[src/rtl/bus_arbiter.sv]
// Two-master (CPU m0, DMA m1) arbiter onto one shared memory port, with a per-transfer timeout.
// Define ROUND_ROBIN_EN for alternating grants on contention; otherwise m0 has fixed priority.
module bus_arbiter #(
  parameter int unsigned TMO_CYCLES = 255
) (
  input  logic        clk,
  input  logic        reset,
  input  logic        m0_req,
  input  logic        m0_we,
  input  logic [31:0] m0_adr,
  input  logic [31:0] m0_wdata,
  output logic [31:0] m0_rdata,
  output logic        m0_ready,
  output logic        m0_err,
  input  logic        m1_req,
  input  logic        m1_we,
  input  logic [31:0] m1_adr,
  input  logic [31:0] m1_wdata,
  output logic [31:0] m1_rdata,
  output logic        m1_ready,
  output logic        m1_err,
  output logic        s_req,
  output logic        s_we,
  output logic [31:0] s_adr,
  output logic [31:0] s_wdata,
  input  logic [31:0] s_rdata,
  input  logic        s_ready,
  output logic [1:0]  gnt
);

  // State encoding doubles as the one-hot grant vector.
  typedef enum logic [1:0] {
    IDLE = 2'b00,
    GNT0 = 2'b01,
    GNT1 = 2'b10
  } state_t;

  localparam logic [7:0] TMO_LAST = 8'(TMO_CYCLES - 1);

  state_t     state_q, state_d;
  logic [7:0] cnt_q, cnt_d;
  logic       timeout;
  logic       win1;

`ifdef ROUND_ROBIN_EN
  logic last_q, last_d;  // 1 = m1 held the most recent grant

  always_comb begin
    win1   = m1_req && (!m0_req || !last_q);
    last_d = last_q;
    if (state_q != IDLE && (s_ready || timeout))
      last_d = (state_q == GNT1);
  end

  always_ff @(posedge clk) begin
    if (reset) last_q <= 1'b1;
    else       last_q <= last_d;
  end
`else
  always_comb win1 = m1_req && !m0_req;
`endif

  always_ff @(posedge clk) begin
    if (reset) begin
      state_q <= IDLE;
      cnt_q   <= '0;
    end else begin
      state_q <= state_d;
      cnt_q   <= cnt_d;
    end
  end

  // Timeout fires on the TMO_CYCLES-th grant cycle; s_ready in that cycle takes precedence.
  assign timeout = (cnt_q == TMO_LAST) && !s_ready;

  always_comb begin
    state_d  = state_q;
    cnt_d    = cnt_q;
    m0_ready = 1'b0;
    m0_err   = 1'b0;
    m0_rdata = '0;
    m1_ready = 1'b0;
    m1_err   = 1'b0;
    m1_rdata = '0;
    s_req    = 1'b0;
    s_we     = 1'b0;
    s_adr    = '0;
    s_wdata  = '0;
    gnt      = state_q;
    case (state_q)
      IDLE: begin
        cnt_d = '0;
        if (win1)        state_d = GNT1;
        else if (m0_req) state_d = GNT0;
      end
      GNT0: begin
        s_req   = 1'b1;
        s_we    = m0_we;
        s_adr   = m0_adr;
        s_wdata = m0_wdata;
        if (s_ready) begin
          m0_ready = 1'b1;
          m0_rdata = s_rdata;
          state_d  = IDLE;
        end else if (timeout) begin
          m0_err  = 1'b1;
          state_d = IDLE;
        end else begin
          cnt_d = cnt_q + 8'd1;
        end
      end
      GNT1: begin
        s_req   = 1'b1;
        s_we    = m1_we;
        s_adr   = m1_adr;
        s_wdata = m1_wdata;
        if (s_ready) begin
          m1_ready = 1'b1;
          m1_rdata = s_rdata;
          state_d  = IDLE;
        end else if (timeout) begin
          m1_err  = 1'b1;
          state_d = IDLE;
        end else begin
          cnt_d = cnt_q + 8'd1;
        end
      end
      default: state_d = IDLE;
    endcase
  end

endmodule
[config.mk]
export PLATFORM = sky130hd
export DESIGN_NAME = bus_arbiter
export DESIGN_NICKNAME = d
export VERILOG_FILES = /design/src/rtl/bus_arbiter.sv
export SDC_FILE = /design/constraint.sdc
export NUM_CORES = 1
export LEC_CHECK = 0
export BUFFER_PORTS_ARGS = -buffer_cell sky130_fd_sc_hd__buf_4
export CORE_AREA = 4 4 117 119
export DETAILED_ROUTE_END_ITERATION = 6
export DIE_AREA = 0 0 121 123
export GPL_ROUTABILITY_DRIVEN = 1
export SETUP_SLACK_MARGIN = 0.3
export SKIP_LAST_GASP = 1
export SLEW_MARGIN = 0
export SYNTH_ARGS = -nofsm -noshare
export SYNTH_HDL_FRONTEND = slang
export SYNTH_SLANG_ARGS = --single-unit
[constraint.sdc]
create_clock -name clk -period 2.3 [get_ports clk]
set_input_delay 0 -clock clk [delete_from_list [all_inputs] [get_ports clk]]
set_output_delay 0 -clock clk [all_outputs]
set_load 0.02 [all_outputs]
Word-level counts from Yosys, hierarchy flattened
Cells that the tools add are included.
Word-level totals
  memories: 0
  output and inout bits: 136
  ROM bits: 0
  latch bits: 0
  register bits after elaboration: 10
  RAM bits: 0
  logic and storage cells: 41
  input bits: 167
Operators by class
  equal/unequal tests: 7
  $lt $le $gt $ge: 0
  $add $sub $neg: 1
  bitwise operators: 0
  divide/modulo/power cells: 0
  $mul: 0
  mux-type cells: 22
  shift-type cells: 0
  reductions and logical operators: 9
Operators by type and width (count)
  32-bit one-hot mux with 2 select lines: 2
  32-bit 2-to-1 mux: 3
  8-bit 2-to-1 mux: 2
  8-bit one-hot mux with 2 select lines: 1
  8-bit by 1-bit adder with 8-bit output (second input constant): 1
  8-bit == test (second input constant): 1
  1-bit 2-to-1 mux: 8
  2-bit 2-to-1 mux: 4
  2-bit != test (second input constant): 2
  2-bit one-hot mux with 2 select lines: 1
  3-bit by 1-bit != test with 1-bit output (second input constant): 1
  3-bit != test (second input constant): 1
  3-bit AND reduction: 1
  2-bit by 1-bit == test with 1-bit output (second input constant): 1
  2-bit == test (second input constant): 1
  1-bit logical AND: 2
  1-bit zero test: 2
  2-bit zero test: 1
  1-bit one-hot mux with 2 select lines: 1
  2-bit AND reduction: 1
  2-bit nonzero test: 1
  2-bit OR reduction: 1

Longest topological paths before layout
Gate-level depths: netlist of run 1.
  depth in word-level cells: 5
  gate-level depth with buffers: 7
  gate-level depth less buffers: 6

Least setup slack after synthesis of run 1
OpenSTA, ideal clock, no wires.
  path type: register to register
  from: reg state_q[0], in the netlist gnt[0]
  to: reg cnt_q[7]
  cell stages (with the launch flop): 8
  path slack: 205 ps
  arrival time: 2008 ps
  clock period less this slack: 2095 ps
  buffers on the path: 1
  setup time: 86 ps
  required time: 2214 ps
  path through: dfxtp_1 > inv_1 > ha_1 > buf_2 > a21oi_1 > nand4_2 > or3_1 > a221oi_2
Between the ends
  word-level cells in the longest chain between the ends: 4
  elaborated cells on any way between the ends: 9
  those cells by class: eq/ne: 4; mux: 1; reduce/logical: 4
RTL lines
  start: declaration: RTL line 40  | state_t state_q, state_d;
  start signal: assignment: RTL line 68  | state_q <= state_d;
  2-bit == test or 2-bit by 1-bit == test with 1-bit output (tied branches): RTL line 90  | case (state_q)
  2-bit OR reduction (no source line)
  2-bit != test (no source line) or 2-bit nonzero test (tied branches)
  3-bit AND reduction (no source line)
  end signal: assignment: RTL line 69  | cnt_q <= cnt_d;
  end: declaration: RTL line 41  | logic [7:0] cnt_q, cnt_d;
Several ways; a longest one is shown, not always the timed one.
A chain may end at the register's enable or synchronous reset.

Final worst setup path of run 1
  from: reg state_q[1], in the netlist gnt[1]
  to: out s_adr[29]
Between the ends
  word-level cells in the longest chain between the ends: 2
  elaborated cells on any way between the ends: 3
  those cells by class: eq/ne: 2; mux: 1
RTL lines
  2-bit == test or 2-bit by 1-bit == test with 1-bit output (tied branches): RTL line 90
  32-bit one-hot mux with 2 select lines *: RTL line 90
  end: declaration: RTL line 24  | output logic [31:0] s_adr,
Mark *: on every way between the ends. The rest lies on a longest branch, timed or not.

==> metrics.md, run 1 <==
| Metric | Value |
|---|---|
| Worst slew margin | roughly two thirds |
| WP data arrival | around 1.8 ns |
| Number of primary I/O pins | 303 |
| Flip-flop cell with the highest count after synthesis | sky130_fd_sc_hd__dfxtp_1 |
| Startpoint types | flop |
| Clock sink total | 10 |
| Initial DRC Count | ~150 |
| Hold path endpoint | gnt[0] |
| Number of slew-limit violations in the final report | 0 |
| Measured slew at the worst slew-check pin | 0.526 ns |
| Final weighted congestion of routability-driven global placement | approximately 0.8 |
| First-pass GRT wire length | about 17000 um |
| Fmax | 0.544 GHz |
| Number of setup violations in the final report | 0 |
| Number of buffers inserted to repair setup after CTS | 0 |
| GRT Util Overall | a little over an eighth |
| Core Box Area | about 0.013 sq mm |
| Number of max-capacitance violations reported | 0 |
| Core utilization of the finished layout | 35.2% |
| Sum of routed wire length over all layers | roughly 12000 um |
| Initial core utilization | 15.4% |
| Remaining DRCs | 0 |
| Cell type with the highest aggregate area in the netlist | sky130_fd_sc_hd__a22oi_1 |
| GRT Max-Usage Layer | met2 |
| Maximum root-to-sink buffer count | 2 |
| Share of async-settable or async-resettable flops after synthesis | 0% |
| Beginning of the worst hold path | m0_req |
| Number of failing hold endpoints at the final stage | 0 |
| Chip Height | approximately 120 um |
| Met1 Resource Use GR | between 15 and 20% |
| Dominant cells by area after synthesis | sky130_fd_sc_hd__a22oi_1 25%, sky130_fd_sc_hd__and3_1 21%, sky130_fd_sc_hd__nor2_1 13% |
| Syn Area/Cell | approximately 6.3 sq um |
| Worst path required time | 2.30 ns |
| Total vias in the final route | approximately 3.5k |
| Slowest cell on crit path | sky130_fd_sc_hd__ha_2 |
| Max FO, Critical Path | 64 |
| RSZ-0062 raised after global routing | true |
| Layout cell share with drive strength beyond 1 | 55.9% |
| Classification of the worst setup path | flop to primary output |
| Clock tree from TritonCTS | yes |
| Number of library cell types mapped by synthesis | 33 |
| # nets final | ~760 |
| DPL Wire Length | about 9600 um |
| Startpoint of the worst register-to-register path | gnt[1] |
| Post-synthesis instance area | slightly below 0.002 sq mm |
| Run status | completed |
| List of cells traversed by the critical path | inv_1 > ha_2 > inv_2 > buf_12 > nor2_1 > buf_4 |
| Clock latency at the later pin of the worst-skew pair | approximately 0.24 ns |
| Count of input and output buffers | slightly above 300 |
| Cells on worst reg2reg path | 6 |
| Mean number of vias per cell | 4.62 |
| Wire per inst | approximately 16 um |
| Worst Hold Slack | 0.0253 ns |
| Mapped Cells | about 300 |
| Final setup skew | around 0.0014 ns |
| Period Utilization, post-route | between 70% and 80% |
| Warnings, synthesis | 0 |
| Kind of capture point of the worst setup path | primary output |
| Die area | about 0.015 sq mm |
| Htree depth | 1 |
| Number of flip-flops and latches in the synthesized netlist | 10 |
| Met2 Use GR | a little over a quarter |
| Count of antenna-violating nets left after detailed routing | 0 |
| Share of Yosys cell area claimed by the top area cell type | about 25% |
| Pin count of the biggest net entering global routing | 72 |
| Largest stage delay on the critical path | approximately 0.45 ns |
| Post-Syn Nets | between 400 and 500 |
| CTS root buffer | sky130_fd_sc_hd__clkbuf_16 |
| Global route total overflow | 0 |
| Clock-pin slew reported for the worst setup and hold paths after clock tree synthesis | 0.04 ns |
| Final antenna diode count | 0 |
| Leakage power | ~0.0024 uW |
| Instance count along the most critical hold path | 2 |
| Accumulated negative setup slack | 0 ns |
| Area delta synth->final | 129% |
| Placed Instances | between 700 and 800 |
| Inserted Clock Buffers | 3 |
| Post-layout instance count excluding filler cells | approximately 750 |
| Terminus of the critical flop-to-flop path | cnt_q[6] |
| Cell row count | a little over 40 |
| Number of synthesized flops with an enable pin | 0 |
| Post-layout min period | approximately 1.8 ns |
| GR Util met3 | around 2.8% |
| Setup slack of the worst register-to-register path | about 0.47 ns |
| Number of global-route vias before repair | between 3k and 4k |
| Power density of the placed cells | 364 mW/mm^2 |
| Proportion of synthesized chip area in sequential cells | 10.3% |
| Worst hold-check path type | primary input to flop |
| Maximum resistive drop on vdd | approximately 0.00023 V |
| Overall die width | 121 um |
| Antenna violations before repair | 0 |
| Tot Pwr | about 1600 uW |
| Initial DRT Pass Iterations | 5 |
kinds of logic after synthesis:
kind of cell	synth area share [%]
flip-flops	10.3
AO/OA/AOI/OAI	33.6
buffers and inverters	8.97
AND/OR/NAND/NOR	42.7
adder cells (fa/ha/maj)	3.87
multiplexers	0.581
final cells by class:
class / instances / area, sq um
Sequential cell: 10 / 203
Timing Repair Buffer: 308 / 2320
Clock buffer: 4 / 88.8
Multi-Input combinational cell: 252 / 1570
Inverter: 7 / 26.3
Fill cell: 1341 / 8140
Tap cell: 172 / 215
flip-flops by register name (all words and copies together) (netlist names):
signal	count
gnt	2
cnt_q	8
cells in the mapped netlist (all sizes together), types with 2 or more instances:
| cell | n |
|---|---|
| o32ai | 2 |
| buf | 6 |
| or3 | 2 |
| and2 | 4 |
| nand3 | 5 |
| nand4 | 3 |
| nand2b | 2 |
| a22oi | 65 |
| inv | 7 |
| a41o | 3 |
| nand2 | 3 |
| a211oi | 3 |
| and3 | 65 |
| o211ai | 3 |
| nor2b | 2 |
| and4b | 2 |
| clkbuf | 32 |
| nor2 | 67 |
| a21oi | 7 |
| ha | 6 |
| o21ai | 2 |
| dfxtp | 10 |
cell usage in the layout, fill, tap and decap left out, types with 2 or more instances in the layout:
cell / synthesis / routed
sky130_fd_sc_hd__a22oi_1: 65 / 65
sky130_fd_sc_hd__or3_1: 2 / 2
sky130_fd_sc_hd__ha_1: 6 / 3
sky130_fd_sc_hd__clkbuf_16: 0 / 3
sky130_fd_sc_hd__a41o_2: 2 / 2
sky130_fd_sc_hd__nor2b_1: 2 / 2
sky130_fd_sc_hd__nand2_1: 3 / 3
sky130_fd_sc_hd__dfxtp_1: 10 / 8
sky130_fd_sc_hd__a211oi_1: 3 / 3
sky130_fd_sc_hd__ha_2: 0 / 3
sky130_fd_sc_hd__nand2b_1: 2 / 2
sky130_fd_sc_hd__buf_4: 0 / 307
sky130_fd_sc_hd__inv_1: 7 / 6
sky130_fd_sc_hd__and4b_1: 2 / 2
sky130_fd_sc_hd__nand4_1: 2 / 2
sky130_fd_sc_hd__nor2_1: 67 / 67
sky130_fd_sc_hd__nand3_1: 5 / 5
sky130_fd_sc_hd__and2_1: 4 / 4
sky130_fd_sc_hd__dfxtp_2: 0 / 2
sky130_fd_sc_hd__o32ai_1: 2 / 2
sky130_fd_sc_hd__and3_1: 64 / 64
sky130_fd_sc_hd__o211ai_1: 3 / 3
sky130_fd_sc_hd__a21oi_1: 7 / 7
report_power, final:
part / leakage [uW] / internal [uW] / switching (uW)
Combinational: 0.00227 / 487 / 591
Clock: 0.0000442 / 262 / 84.4
Sequential: 0.0000817 / 181 / 7.79
Total: 0.00240 / 930 / 683
routing by layer:
metal | share of wire (%) | wire length (um)
met1 | 37 | 4420
met3 | 10 | 1190
met4 | 0.52 | 61
met5 | 0 | 0
met2 | 52 | 6130
critical path: cells and delay by family, from the launching register on:
kind          cells  cell delay [ns]
simple gates      1             0.19
flops             1             0.36
fa+ha+maj         1             0.45
buf+inv           4             0.56
per-stage QoR:
step                setup WS [ns]  area [sq um]
floorplan                   0.311          1940
global placement            0.474          4340
detailed placement          0.385          4340
CTS                         0.374          4430
global route                0.297          4430
finish                      0.461          4430
how the worst max path moves through the flow:
stage                  end  startpoint  slack [ns]  cells past startpoint
2_1_floorplan     cnt_q[7]      gnt[0]        0.31                      7
3_3_place_gp      cnt_q[7]      gnt[0]        0.47                      6
3_5_place_dp      cnt_q[7]      gnt[0]        0.39                      6
4_1_cts           cnt_q[7]      gnt[0]        0.37                      6
5_1_grt        s_wdata[29]      gnt[0]        0.30                      6
6_report         s_adr[29]      gnt[1]        0.46                      6
what timing repair did:
action / 4_1_cts / 5_1_grt
hold buffers: 0 / 0
endpoints found under the setup margin: 0 / 5
hold endpoints to repair: 0 / 0
resized for setup: 0 / 1
No activity file was read; power rests on OpenSTA's default activity.
==> run 2: changes to the inputs <==
Clock period 2.3 ns to 1.8 ns, I/O delays scaled along.
==> run 2 against run 1 <==
- die area unchanged
- final cell count up 4.6%
- critical endpoint is now s_wdata[5]
- sequential share of layout area down 0.96 points
- flip-flop and latch count unchanged
- combinational power up 120%
==> metrics.md, run 2 (synthesis gave the netlist of run 1 again) <==
| Metric | Value |
|---|---|
| Met1 Wirelength | 5290 um (was 4420 um) |
| GRT Util Overall | 16.5% (was 13.7%) |
| Worst path required time | 1.80 ns (was 2.30 ns) |
| Power density of the placed cells | 512 mW/mm^2 (was 364 mW/mm^2) |
| Total vias in the final route | 3757 (was 3477) |
| # nets final | 789 (was 755) |
| Remaining DRCs | 0 (unchanged) |
| Placed Instances | 749 (unchanged) |
| Power Internal | 1690 uW (was 930 uW) |
| RSZ-0062 raised after global routing | true (unchanged) |
| Number of primary I/O pins | 303 (unchanged) |
| First-pass GRT wire length | 19700 um (was 16900 um) |
| Sum of routed wire length over all layers | 14900 um (was 11800 um) |
| Layout cell share with drive strength beyond 1 | 75.3% (was 55.9%) |
| Classification of the worst setup path | flop to primary output (unchanged) |
| Overall die width | 121 um (unchanged) |
| Worst slew margin | 66.6% (was 65.0%) |
| WP data arrival | 1.63 ns (was 1.84 ns) |
| Most common library cell in the layout ignoring fill and taps | sky130_fd_sc_hd__buf_4 (unchanged) |
| Switching part of the total power | 43.7% (was 42.3%) |
| Comb pwr share | 78.5% (was 66.8%) |
| Instance count along the most critical hold path | 2 (unchanged) |
| Wire per inst | 18.9 um (was 15.7 um) |
| Number of max-capacitance violations reported | 0 (unchanged) |
| Max FO, Critical Path | 45 (was 64) |
| Pin count of the biggest net entering global routing | 72 (unchanged) |
| Area delta synth->final | 203% (was 129%) |
| Global route total overflow | 0 (unchanged) |
| Core Box Area | 0.0126 sq mm (unchanged) |
| Cells on worst reg2reg path | 8 (was 6) |
| Worst hold-check path type | primary input to flop (unchanged) |
| Number of slew-limit violations in the final report | 0 (unchanged) |
| List of cells traversed by the critical path | buf_4 > ha_4 > buf_12 > a22oi_1 > nor2_4 > buf_4 (was inv_1 > ha_2 > inv_2 > buf_12 > nor2_1 > buf_4) |
| Htree depth | 1 (unchanged) |
| Fillcell total | 1187 (was 1341) |
| Maximum root-to-sink buffer count | 2 (unchanged) |
| Hold bufs inserted after CTS | 0 (unchanged) |
| Inserted Clock Buffers | 3 (unchanged) |
| Number of buffers and inverters on the critical path | 3 (was 4) |
| Length of routed met3 wiring | 1600 um (was 1190 um) |
| DPL Wire Length | 10600 um (was 9600 um) |
| Leakage power | 0.00277 uW (was 0.00240 uW) |
| Number of failing hold endpoints at the final stage | 0 (unchanged) |
| Clock tree from TritonCTS | yes (unchanged) |
| Post-layout instance count excluding filler cells | 788 (was 753) |
| Reg with most FFs | cnt_q (unchanged) |
| Net switching power figure | 1320 uW (was 683 uW) |
| Maximum resistive drop on vdd | 0.000330 V (was 0.000228 V) |
| Cell row count | 41 (unchanged) |
| Final setup skew | 0.00167 ns (was 0.00143 ns) |
| Uppermost signal routing layer after detailed routing | met4 (unchanged) |
| Slowest cell on crit path | sky130_fd_sc_hd__dfxtp_4 (was sky130_fd_sc_hd__ha_2) |
| Top Family by Delay on Critical Path | buffers and inverters (unchanged) |
| Period Utilization, post-route | between 90% and 100% |
| Initial core utilization | 15.4% (unchanged) |
| Clock sink total | 10 (unchanged) |
| Antenna violations before repair | 1 (was 0) |
| Clock-pin slew reported for the worst setup and hold paths after clock tree synthesis | 0.04 ns (about the same) |
| Count of antenna-violating nets left after detailed routing | 0 (unchanged) |
| Worst path most repeated cell | sky130_fd_sc_hd__buf_4 |
| Number of flip-flops in the largest register | 8 (unchanged) |
| Mean number of vias per cell | 4.77 (was 4.62) |
| Fmax | just over 0.6 GHz |
| Path length in cells of the critical path | 6 (unchanged) |
| Die area | 0.0149 sq mm (unchanged) |
| Accumulated negative setup slack | 0 ns (unchanged) |
| Initial DRC Count | 145 (was 153) |
| Run status | completed (unchanged) |
| Count of input and output buffers | 302 (unchanged) |
| Measured slew at the worst slew-check pin | 0.502 ns (was 0.526 ns) |
| Sequential fraction of design power | 8.0% (was 11.7%) |
| Number of setup violations in the final report | 0 (unchanged) |
| Clock latency at the later pin of the worst-skew pair | 0.24 ns (about the same) |
| Kind of capture point of the worst setup path | primary output (unchanged) |
| Final weighted congestion of routability-driven global placement | 0.805 (was 0.803) |
| Most frequent cells in the layout | 254 x sky130_fd_sc_hd__buf_4, 70 x sky130_fd_sc_hd__buf_6, 64 x sky130_fd_sc_hd__and3_1, 42 x sky130_fd_sc_hd__nor2_4, 38 x sky130_fd_sc_hd__a22oi_2 (was 307 x sky130_fd_sc_hd__buf_4, 67 x sky130_fd_sc_hd__nor2_1, 65 x sky130_fd_sc_hd__a22oi_1, 64 x sky130_fd_sc_hd__and3_1, 8 x sky130_fd_sc_hd__dfxtp_1) |
| Routed length on met2 | 7680 um (was 6130 um) |
| Chip Height | 123 um (unchanged) |
| Initial DRT Pass Iterations | 4 (was 5) |
| Number of global-route vias before repair | 3650 (was 3428) |
| Clock network fraction of total power | 13.5% (was 21.5%) |
| Largest stage delay on the critical path | 0.34 ns (was 0.45 ns) |
| Startpoint types | flop (unchanged) |
| Post-layout min period | ~1.6 ns |
| CTS root buffer | sky130_fd_sc_hd__clkbuf_16 (unchanged) |
-- run 2: changes by cell type in the layout (fill, tap and decap cells not counted), sizes merged --
cell    change
diode       +1
buf        +30
clkinv      +1
clkbuf      +3
-- run 2: final timing paths --
| kind | from | endpoint | slack [ns] |
|---|---|---|---|
| worst min register to register | cnt_q[5] | cnt_q[5] | 0.53 |
| worst min-delay path | m0_req | gnt[0] | 0.03 |
| worst max-delay path | gnt[1] | s_wdata[5] | 0.17 |
| worst max register to register | gnt[1] | cnt_q[3] | 0.20 |
-- run 2: routing by layer --
metal | track usage [%] | vias up
met2 | 30.1 | 228
met1 | 18.5 | 1748
met4 | 4.46 | 0
met5 | 0 | -
met3 | 5.22 | 14
li1 | - | 1767
-- run 2: final cells by class --
class	count	area [sq um]	share of cell area (%)
sequential	10	213	3.62
multi-input combinational	252	2220	37.7
tap	172	215	3.66
timing repair buffer	342	3110	52.9
clock inverter	1	3.75	0.0639
inverter	7	38.8	0.660
antenna	1	2.50	0.0426
clock buffer	3	75.1	1.28
-- run 2: worst reg2reg max path, cell delays in order, from the launching register on --
cell                      delay [ns]
sky130_fd_sc_hd__dfxtp_4        0.35
sky130_fd_sc_hd__inv_4          0.05
sky130_fd_sc_hd__ha_4           0.28
sky130_fd_sc_hd__buf_6          0.14
sky130_fd_sc_hd__buf_6          0.10
sky130_fd_sc_hd__or2_4          0.24
sky130_fd_sc_hd__nand3_2        0.09
sky130_fd_sc_hd__a21oi_2        0.04
sky130_fd_sc_hd__a41o_2         0.22
-- run 2: metrics by stage --
stage	hold slack (ns)	power (uW)	instance area [sq um]	utilization, %	setup slack [ns]
after floorplan	0.162	1240	2320	-	0.0895
after global routing	0.0329	3160	5880	46.8	0.127
after global placement	0.259	1900	4740	37.7	0.185
after CTS	0.0200	2760	5360	42.7	0.186
after detailed placement	0.269	1920	4740	37.7	0.132
final	0.0276	3010	5880	46.8	0.166
-- run 2: repair_timing --
item,CTS,global route
gates cloned,4,7
buffers inserted,18,5
pin swaps,26,28
setup endpoints to repair,73,126
gates resized for setup,73,80
-- run 2: power by group through the flow --
stage | combinational [uW] | clock [uW] | sequential, uW
final | 2360 | 405 | 241
after global routing | 2490 | 419 | 243
after CTS | 2110 | 408 | 242
after detailed placement | 1670 | 0 | 250
after global placement | 1650 | 0 | 247
after floorplan | 992 | 0 | 251
